--- src/rtl/ntt_sched_pkg.sv ---
// Shared types and constants for the Kyber NTT/INTT butterfly scheduler.
// Opcodes, FSM state encoding and default latencies live here.
package ntt_sched_pkg;

  typedef enum logic [1:0] {
    ST_IDLE  = 2'd0,
    ST_ISSUE = 2'd1,
    ST_DRAIN = 2'd2,
    ST_DONE  = 2'd3
  } state_t;

  localparam logic [1:0] OP_NONE = 2'b00;
  localparam logic [1:0] OP_NTT  = 2'b01;
  localparam logic [1:0] OP_INTT = 2'b10;

  localparam int N            = 256;
  localparam int NUM_BF       = 128;
  localparam int NUM_LAYERS   = 7;
  localparam int DEF_RBFU_LAT = 5;
  localparam int DEF_MEM_LAT  = 1;
  localparam int DATA_WIDTH   = 12;

  function automatic logic [1:0] mode_opcode(input logic m);
    if (m) begin
      return OP_INTT;
    end else begin
      return OP_NTT;
    end
  endfunction

endpackage

--- src/rtl/ntt_sched_bf_addr_gen.sv ---
// Combinational butterfly address generator: (mode, layer, bf) -> operand
// addresses and twiddle ROM index for one Cooley-Tukey / Gentleman-Sande step.
module bf_addr_gen #(
  parameter int ADDR_W = 8,
  parameter int TW_W   = 7
) (
  input  logic              mode,
  input  logic [2:0]        layer,
  input  logic [6:0]        bf,
  output logic [ADDR_W-1:0] addr_a,
  output logic [ADDR_W-1:0] addr_b,
  output logic [TW_W-1:0]   tw
);

  logic [3:0] lg_s;
  logic [8:0] len_s;
  logic [8:0] group_s;
  logic [8:0] off_s;
  logic [8:0] j_s;
  logic [8:0] tw_s;

  // lg_s is log2 of the butterfly span; NTT halves it per layer, INTT doubles it
  always_comb begin
    lg_s    = 4'd0;
    len_s   = 9'd0;
    group_s = 9'd0;
    off_s   = 9'd0;
    j_s     = 9'd0;
    tw_s    = 9'd0;
    if (mode) begin
      lg_s = {1'b0, layer} + 4'd1;
    end else begin
      lg_s = 4'd7 - {1'b0, layer};
    end
    len_s   = 9'd1 << lg_s;
    group_s = {2'b00, bf} >> lg_s;
    off_s   = {2'b00, bf} & (len_s - 9'd1);
    j_s     = (group_s << (lg_s + 4'd1)) + off_s;
    if (mode) begin
      tw_s = (9'd128 >> layer) - 9'd1 - group_s;
    end else begin
      tw_s = (9'd1 << layer) + group_s;
    end
    addr_a = ADDR_W'(j_s);
    addr_b = ADDR_W'(j_s + len_s);
    tw     = TW_W'(tw_s);
  end

endmodule

--- src/rtl/ntt_sched.sv ---
// Layer-by-layer NTT/INTT operand scheduler: one butterfly per cycle, a drain
// gap of MEM_LAT+RBFU_LAT cycles between layers, delayed in-place write-back.
module ntt_sched #(
  parameter int RBFU_LAT = 5,
  parameter int MEM_LAT  = 1,
  parameter int ADDR_W   = 8,
  parameter int TW_W     = 7
) (
  input  logic              clk,
  input  logic              rst,
  input  logic              start,
  input  logic              mode,
  output logic              busy,
  output logic              done,
  output logic [1:0]        opcode,
  output logic              rd_en,
  output logic [ADDR_W-1:0] rd_addr_a,
  output logic [ADDR_W-1:0] rd_addr_b,
  output logic [TW_W-1:0]   tw_addr,
  output logic              wr_en,
  output logic [ADDR_W-1:0] wr_addr_a,
  output logic [ADDR_W-1:0] wr_addr_b
);
  import ntt_sched_pkg::*;

  localparam int D  = MEM_LAT + RBFU_LAT;
  localparam int CW = $clog2(D + 1);

  state_t      state_r;
  logic        mode_r;
  logic [2:0]  layer_r;
  logic [7:0]  bf_r;
  logic [CW-1:0] cnt_r;

  logic              gen_mode_s;
  logic [2:0]        gen_layer_s;
  logic [6:0]        gen_bf_s;
  logic [ADDR_W-1:0] gen_a_s;
  logic [ADDR_W-1:0] gen_b_s;
  logic [TW_W-1:0]   gen_tw_s;

  logic [D-1:0]      wr_pipe_r;
  logic [ADDR_W-1:0] a_pipe_r [D];
  logic [ADDR_W-1:0] b_pipe_r [D];

  // Generator looks one butterfly ahead so the read outputs can be registered
  always_comb begin
    gen_mode_s  = mode_r;
    gen_layer_s = layer_r;
    gen_bf_s    = 7'd0;
    case (state_r)
      ST_IDLE:  gen_mode_s  = mode;
      ST_ISSUE: gen_bf_s    = bf_r[6:0];
      ST_DRAIN: gen_layer_s = layer_r + 3'd1;
      default:  gen_bf_s    = 7'd0;
    endcase
  end

  bf_addr_gen #(.ADDR_W(ADDR_W), .TW_W(TW_W)) u_gen (
    .mode   (gen_mode_s),
    .layer  (gen_layer_s),
    .bf     (gen_bf_s),
    .addr_a (gen_a_s),
    .addr_b (gen_b_s),
    .tw     (gen_tw_s)
  );

  // Control FSM; bf_r counts the next butterfly to present on the read port
  always_ff @(posedge clk) begin
    if (rst) begin
      state_r   <= ST_IDLE;
      mode_r    <= 1'b0;
      layer_r   <= 3'd0;
      bf_r      <= 8'd0;
      cnt_r     <= '0;
      busy      <= 1'b0;
      done      <= 1'b0;
      opcode    <= OP_NONE;
      rd_en     <= 1'b0;
      rd_addr_a <= '0;
      rd_addr_b <= '0;
      tw_addr   <= '0;
    end else begin
      case (state_r)
        ST_IDLE: begin
          if (start) begin
            state_r   <= ST_ISSUE;
            mode_r    <= mode;
            layer_r   <= 3'd0;
            bf_r      <= 8'd1;
            busy      <= 1'b1;
            opcode    <= mode_opcode(mode);
            rd_en     <= 1'b1;
            rd_addr_a <= gen_a_s;
            rd_addr_b <= gen_b_s;
            tw_addr   <= gen_tw_s;
          end else begin
            rd_en <= 1'b0;
          end
        end
        ST_ISSUE: begin
          if (bf_r == 8'd128) begin
            state_r <= ST_DRAIN;
            rd_en   <= 1'b0;
            cnt_r   <= '0;
          end else begin
            bf_r      <= bf_r + 8'd1;
            rd_en     <= 1'b1;
            rd_addr_a <= gen_a_s;
            rd_addr_b <= gen_b_s;
            tw_addr   <= gen_tw_s;
          end
        end
        ST_DRAIN: begin
          if (cnt_r == CW'(D - 1)) begin
            if (layer_r == 3'd6) begin
              state_r <= ST_DONE;
              busy    <= 1'b0;
              done    <= 1'b1;
            end else begin
              state_r   <= ST_ISSUE;
              layer_r   <= layer_r + 3'd1;
              bf_r      <= 8'd1;
              rd_en     <= 1'b1;
              rd_addr_a <= gen_a_s;
              rd_addr_b <= gen_b_s;
              tw_addr   <= gen_tw_s;
            end
          end else begin
            cnt_r <= cnt_r + CW'(1);
          end
        end
        ST_DONE: begin
          state_r <= ST_IDLE;
          done    <= 1'b0;
          opcode  <= OP_NONE;
          layer_r <= 3'd0;
          bf_r    <= 8'd0;
          mode_r  <= 1'b0;
        end
        default: state_r <= ST_IDLE;
      endcase
    end
  end

  // Write-back delay line; reset flushes in-flight writes
  always_ff @(posedge clk) begin
    if (rst) begin
      wr_pipe_r <= '0;
      for (int i = 0; i < D; i++) begin
        a_pipe_r[i] <= '0;
        b_pipe_r[i] <= '0;
      end
    end else begin
      wr_pipe_r[0] <= rd_en;
      a_pipe_r[0]  <= rd_addr_a;
      b_pipe_r[0]  <= rd_addr_b;
      for (int i = 1; i < D; i++) begin
        wr_pipe_r[i] <= wr_pipe_r[i-1];
        a_pipe_r[i]  <= a_pipe_r[i-1];
        b_pipe_r[i]  <= b_pipe_r[i-1];
      end
    end
  end

  assign wr_en     = wr_pipe_r[D-1];
  assign wr_addr_a = a_pipe_r[D-1];
  assign wr_addr_b = b_pipe_r[D-1];

endmodule

--- config.mk ---
export PLATFORM = sky130hd
export DESIGN_NAME = ntt_sched
export DESIGN_NICKNAME = d
export VERILOG_FILES = /design/src/rtl/ntt_sched_pkg.sv /design/src/rtl/ntt_sched_bf_addr_gen.sv /design/src/rtl/ntt_sched.sv
export SDC_FILE = /design/constraint.sdc
export NUM_CORES = 1
export LEC_CHECK = 0
export BUFFER_PORTS_ARGS = -buffer_cell sky130_fd_sc_hd__buf_2
export CAP_MARGIN = 40
export CORE_UTILIZATION = 24
export CTS_BUF_LIST = sky130_fd_sc_hd__clkbuf_8
export CTS_CLUSTER_SIZE = 25
export DETAILED_ROUTE_END_ITERATION = 7
export GPL_TIMING_DRIVEN = 0
export SYNTH_ARGS = -nofsm -noshare
export SYNTH_HDL_FRONTEND = slang
export SYNTH_SLANG_ARGS = --single-unit
export TNS_END_PERCENT = 100
--- constraint.sdc ---
create_clock -name clk -period 6.2 [get_ports clk]
set_input_delay 1.86 -clock clk [delete_from_list [all_inputs] [get_ports clk]]
set_output_delay 1.86 -clock clk [all_outputs]
set_load 0.02 [all_outputs]
# ---- After elaboration in Yosys (flattened, before gate mapping)
# Memories as Yosys holds them, arrays and structs flattened.
# Index checks and enable logic that the tools add are counted.
dict set report classes {
  n_addsub 12
  eq_ne 13
  n_shift 5
  mux 69
  n_bitwise 13
  reduce_logical 16
}
# operator count
set ops {}
lappend ops {{two-way mux 8 bit} 24}
lappend ops {{case mux 8 bit (3 select lines)} 2}
lappend ops {{two-way mux 7 bit} 6}
lappend ops {{case mux 8 bit (4 select lines)} 1}
lappend ops {{case mux 7 bit (3 select lines)} 1}
lappend ops {{two-way mux 3 bit} 6}
lappend ops {{adder 8 bit} 2}
lappend ops {{two-way mux 1 bit} 14}
lappend ops {{inequality test 2 bit (second input constant)} 7}
lappend ops {{two-way mux 2 bit} 6}
lappend ops {{bitwise OR 1 bit} 12}
lappend ops {{AND reduction 3 bit} 4}
lappend ops {{AND reduction 4 bit} 3}
lappend ops {{case mux 3 bit (3 select lines)} 1}
lappend ops {{<< shifter 9 x 4 -> 8 bit} 1}
lappend ops {{>> shifter 7 x 4 -> 9 bit} 1}
lappend ops {{adder 8 x 1 -> 8 bit (second input constant)} 1}
lappend ops {{AND 7 x 8 -> 8 bit} 1}
lappend ops {{equality test 8 bit (second input constant)} 1}
lappend ops {{case mux 2 bit (4 select lines)} 1}
lappend ops {{nonzero test 2 bit} 4}
lappend ops {{<< shifter 1 x 4 -> 8 bit (first input constant)} 1}
lappend ops {{>> shifter 8 x 3 -> 7 bit (first input constant)} 1}
lappend ops {{subtractor 8 x 1 -> 8 bit (second input constant)} 1}
lappend ops {{20 further kinds} 26}
dict set report totals {
  regBits 51
  ram_bits 96
  in_bits 4
  out_inout_bits 45
  elab_cells 143
  n_memories 2
}
# memory depth word_bits rd rd_clocked_by_memory_dff write_ports line_no
set mem_list {}
lappend mem_list {a_pipe_r 6 8 6 0 6 ntt_sched.sv:43} ;# logic [ADDR_W-1:0] a_pipe_r [D];
lappend mem_list {b_pipe_r 6 8 6 0 6 ntt_sched.sv:44} ;# logic [ADDR_W-1:0] b_pipe_r [D];

# ---- Depth between registers and ports, before layout
dict set report depth {
  word_depth 12
  mapped_depth 29
  ltp_nobuf 28
}

# ---- Modules after synthesis
# Synthesis repeated with hierarchy kept, for this count alone.
dict set report hier_totals {
  hier_cells 757
  area_unflattened_um2 7098.1
}
# mod instances cells_per_inst area_per_inst_um2
set modules_own_cells {}
lappend modules_own_cells {ntt_sched 1 462 4946.0}
lappend modules_own_cells {bf_addr_gen 1 295 2152.1}

# ---- Least setup slack after synthesis
# No wires, ideal clock.
dict set report synth_timing {
  path_type {input -> register}
  start {in mode}
  end {reg rd_addr_b[7]}
  t_arrival_ns 5.955
  required_ns 6.074
  path_slack_ns 0.119
  cell_stages 21
  path_buffers 0
  path_cell_list {mux2_4 -> a21o_4 -> nand2_4 -> mux4_2 -> o32a_2 -> or3_1 -> o21ai_2 -> nand2_1 -> fa_1 -> nor2b_1 -> o21ai_0 -> nand2_1 -> a21o_1 -> a21oi_1 -> xnor2_1 -> ha_1 -> and3_1 -> a2111oi_0 -> nand2_1 -> nand4_1 -> o211ai_1}
}
dict set report synth_between {
  elab_chain_cells 10
  word_cells_on_any_way 15
  cone_classes {4 x add/sub; 3 x shift; 7 x mux; 1 x bitwise}
}
# item line_no
set synth_lines {}
lappend synth_lines {{start, declared} ntt_sched.sv:12} ;# input logic mode,
lappend synth_lines {{two-way mux 1 bit (*)} ntt_sched.sv:51} ;# case (state_r)
lappend synth_lines {{two-way mux 4 bit (*)} ntt_sched_bf_addr_gen.sv:30} ;# if (mode) begin
lappend synth_lines {{<< shifter 1 x 4 -> 8 bit} ntt_sched_bf_addr_gen.sv:35} ;# len_s = 9'd1 << lg_s;
lappend synth_lines {{subtractor 8 x 1 -> 8 bit} ntt_sched_bf_addr_gen.sv:37} ;# off_s = {2'b00, bf} & (len_s - 9'd1);
lappend synth_lines {{AND 7 x 8 -> 8 bit} ntt_sched_bf_addr_gen.sv:37}
lappend synth_lines {{adder 8 bit (*)} ntt_sched_bf_addr_gen.sv:38} ;# j_s = (group_s << (lg_s + 4'd1)) + off_s;
lappend synth_lines {{named net gen_a_s[6]} ntt_sched.sv:38} ;# logic [ADDR_W-1:0] gen_a_s;
lappend synth_lines {{adder 8 bit (*)} ntt_sched_bf_addr_gen.sv:45} ;# addr_b = ADDR_W'(j_s + len_s);
lappend synth_lines {{two-way mux 8 bit} ntt_sched.sv:116} ;# if (layer_r == 3'd6) begin
lappend synth_lines {{two-way mux 8 bit} ntt_sched.sv:115} ;# if (cnt_r == CW'(D - 1)) begin
lappend synth_lines {{case mux 8 bit (3 select lines) (*)} ntt_sched.sv:84} ;# case (state_r)
lappend synth_lines {{end signal, assigned} ntt_sched.sv:95} ;# rd_addr_b <= gen_b_s;
lappend synth_lines {{end signal, assigned} ntt_sched.sv:110} ;# rd_addr_b <= gen_b_s;
lappend synth_lines {{end signal, assigned} ntt_sched.sv:126} ;# rd_addr_b <= gen_b_s;
lappend synth_lines {{end, declared} ntt_sched.sv:18} ;# output logic [ADDR_W-1:0] rd_addr_b,
# Mark *: on every way through the listed nets, which the timed path passes. The rest lies on a longest branch. The select of a mux whose other input is x is not followed.
# A chain may end at the register's enable or synchronous reset.

# ---- Final worst setup path
# Same ends and word-level chain as after synthesis.

==> qor.yml <==
status: "finished clean"
port_buffers: 47
firstDrtPassIters: 7
syn_avg_cell_area_um2: 9.25
finalNonFillerCells: 1211
synth_top_family_by_area: "simple AND/OR/NAND/NOR gates"
hp-class: "register to register"
synth_top_cell_by_area: "dfxtp_1"
drive_gt1_share_pct: 16.8
critPathSlowestCell: "mux4_2"
grt_pass1_wl_mm: 25.6
syn_area_mm2: 0.00690
dp_hpwl_mm: 11.6
synthesis.nets: 799
worstSetupStartpointType: "primary input"
clk_latency_ns: 0.45
synthTopCellsByArea: "dfxtp_1 42%, nor2b_1 9.4%, ha_1 8.2%"
rr_worst_depth: 27
ys_ff_latch: 146
worst_pin_slew_ns: 0.749
cp_top_family: "compound AO/OA/AOI/OAI gates"
fin_area_mm2: 0.00818
wl_per_cell_um: 13.0
die-width_um: 172
vdd_drop_max_mv: 0.180
cap_violations: 0
cp_cell_sequence: "buf_2 -> mux2_4 -> a21o_4 -> nand2_8 -> mux4_2 -> o32a_4 -> or3_1 -> o21ai_2 -> nand2_1 -> fa_1 -> nor2b_1 -> o21ai_0 -> nand2_1 -> a21o_1 -> a21oi_1 -> xnor2_1 -> ha_1 -> and3_1 -> a2111oi_4 -> nand2_1 -> nand4_1 -> o211ai_1"
synthXorXnorAreaFrac_pct: 3.68
p_leak_nw: 3.51
post-route-drc-count: 0
vias_per_cell: 4.35
finalHoldViolCount: 0
ant_nets: 0
root_buffer: "clkbuf_8"
std_cell_rows: 61
design.die.area_mm2: 0.0294
power.density_mw_per_mm2: 385
synth_mux_area_share_pct: 2.72
max_slew_margin_pct: 49.8
yosys_warnings: 0
synthCells: 746
place_area_mm2: 0.00761
gp_congestion: 0.904
synth_common_cells: "146 x dfxtp_1, 104 x nor2b_1, 55 x nand2_1, 54 x nor2_1, 45 x ha_1"
yosysTopAreaCellShare_pct: 42.3
worstHoldPathCells: 1
end_kind: "register"
core_mm2: 0.0280
synthAdderAreaFrac_pct: 9.32
wirelength_mm: 15.8
slew_violations: 0
dp_cells: 1171
final_nets: 873
crit_type: "primary input to register"
worst-endpoint-required_ns: 6.53
cts_tree: "built"
grt_max_degree: 17
cts_buffers: 17
synthFlopType: "dfxtp_1"
grt.total_usage_pct: 11.2
initial_core_util_pct: 24.6
critPathBufInv: 1
antenna_found_initial: 0
cts_buffer_depth: 2
drtIter0Drc: 241
worstPathMaxFanout: 10
fillers: 3006
setup_violations: 0
synth-edff-count: 0
yosys.area_share.simple_pct: 24.0
synthArstFlopShare_pct: 0
critical_path_cell_count: 22
yosysMostFrequentCell: "dfxtp_1"
grt_overflow: 0
arrival_ns: 6.34
crit_top_cell: "nand2_1"
fin_crit_sh_pct: 97.0
fp.dieH_um: 172
num_io_pins: 49
numClockSinks: 146
seq_area_frac_synth_pct: 42.3
antennaDiodeCount: 0
grt_pass1_vias: 4995
area_delta_synth_final_pct: 18.6
fin_crit_ns: 6.02
cpPeakStageDelay_ns: 0.51
fmaxAchievable_mhz: 166
synth_compound_area_share_pct: 13.7
final_core_util_pct: 29.2
ys_types: 82
dr_total_vias: 5270
htree_levels: 4
clk_pin_slew_worst_paths_ns: 0.09
fin_worst_skew_ns: 0.0168
layer usage:
metal / vias up / routed length (um) / GRT usage (%)
li1: 2704 / - / -
met1: 2409 / 7750 / 14.8
met2: 132 / 7020 / 17.5
met3: 25 / 747 / 2.58
met4: 0 / 278 / 4.15
met5: - / 0 / 0
worst paths after layout:
| check | from | end | slack [ns] |
|---|---|---|---|
| min reg2reg | a_pipe_r[2][4] | a_pipe_r[3][4] | 0.43 |
| min | a_pipe_r[2][4] | a_pipe_r[3][4] | 0.43 |
| max reg2reg | state_r[0] | rd_addr_b[7] | 0.34 |
| max | mode | rd_addr_b[7] | 0.18 |
metrics by stage:
step | total power [mW] | hold slack, ns | setup WS [ns] | TNS, ns
3_3_place_gp | 2.31 | 0.415 | -0.663 | -1.12
2_1_floorplan | 2.00 | 0.414 | 0.119 | 0
6_report | 3.15 | 0.426 | 0.183 | 0
4_1_cts | 3.10 | 0.433 | 0.0654 | 0
5_1_grt | 3.37 | 0.434 | -0.00994 | -0.00994
3_5_place_dp | 2.32 | 0.420 | -0.704 | -1.30
where the power goes:
part / switching, mW / internal, mW / total (mW)
Sequential: 0.0664 / 1.06 / 1.13
Combinational: 0.802 / 0.483 / 1.29
Clock: 0.403 / 0.341 / 0.744
cells by family (layout without fill, tap and decap cells):
family | after synthesis | after routing
AO/OA/AOI/OAI | 131 | 131
AND/OR/NAND/NOR | 305 | 305
adder cells (fa/ha/maj) | 49 | 49
XOR/XNOR | 29 | 29
flip-flops | 146 | 146
multiplexers | 16 | 16
buffers and inverters | 70 | 157
registers in the layout, indices dropped and copies added, names as in the netlist:
register and flops:
cnt_r 3, opcode 2, rd_addr_b 8, rd_addr_a 8, wr_pipe_r 6, busy 1, state_r 2, rd_en 1
done 1, layer_r 3, tw_addr 7, bf_r 8, b_pipe_r 48, a_pipe_r 48
timing repair:
action                     CTS  global route
resized for setup            7            13
setup endpoints to repair    5             3
hold buffers                 0             0
buffers inserted             2             6
pin swaps                    1             5
cloned                       0             0
placed cells by master (no fill, tap or decap), drive strengths merged, types with 10 or more instances in the layout:
| cell | Yosys | layout |
|---|---|---|
| nor2 | 57 | 57 |
| xnor2 | 21 | 21 |
| nand3 | 13 | 13 |
| and3 | 14 | 14 |
| o21ai | 21 | 21 |
| a21o | 10 | 10 |
| dfxtp | 146 | 146 |
| clkbuf | 25 | 43 |
| a21oi | 32 | 32 |
| nand2 | 56 | 56 |
| ha | 45 | 45 |
| inv | 35 | 44 |
| nor3 | 25 | 25 |
| nor2b | 104 | 104 |
| buf | 9 | 64 |
layout make-up:
type | instances | area, um^2 | share of cell area [%]
multi-input cells | 530 | 3790 | 46.3
flip-flops and latches | 146 | 2930 | 35.8
well taps | 378 | 473 | 5.78
repair buffers | 55 | 308 | 3.76
clock buffers | 18 | 248 | 3.03
plain buffers | 34 | 154 | 1.88
inverters | 36 | 143 | 1.74
clock inverters | 14 | 141 | 1.73
Note: power is estimated with default switching activity, not from simulation.
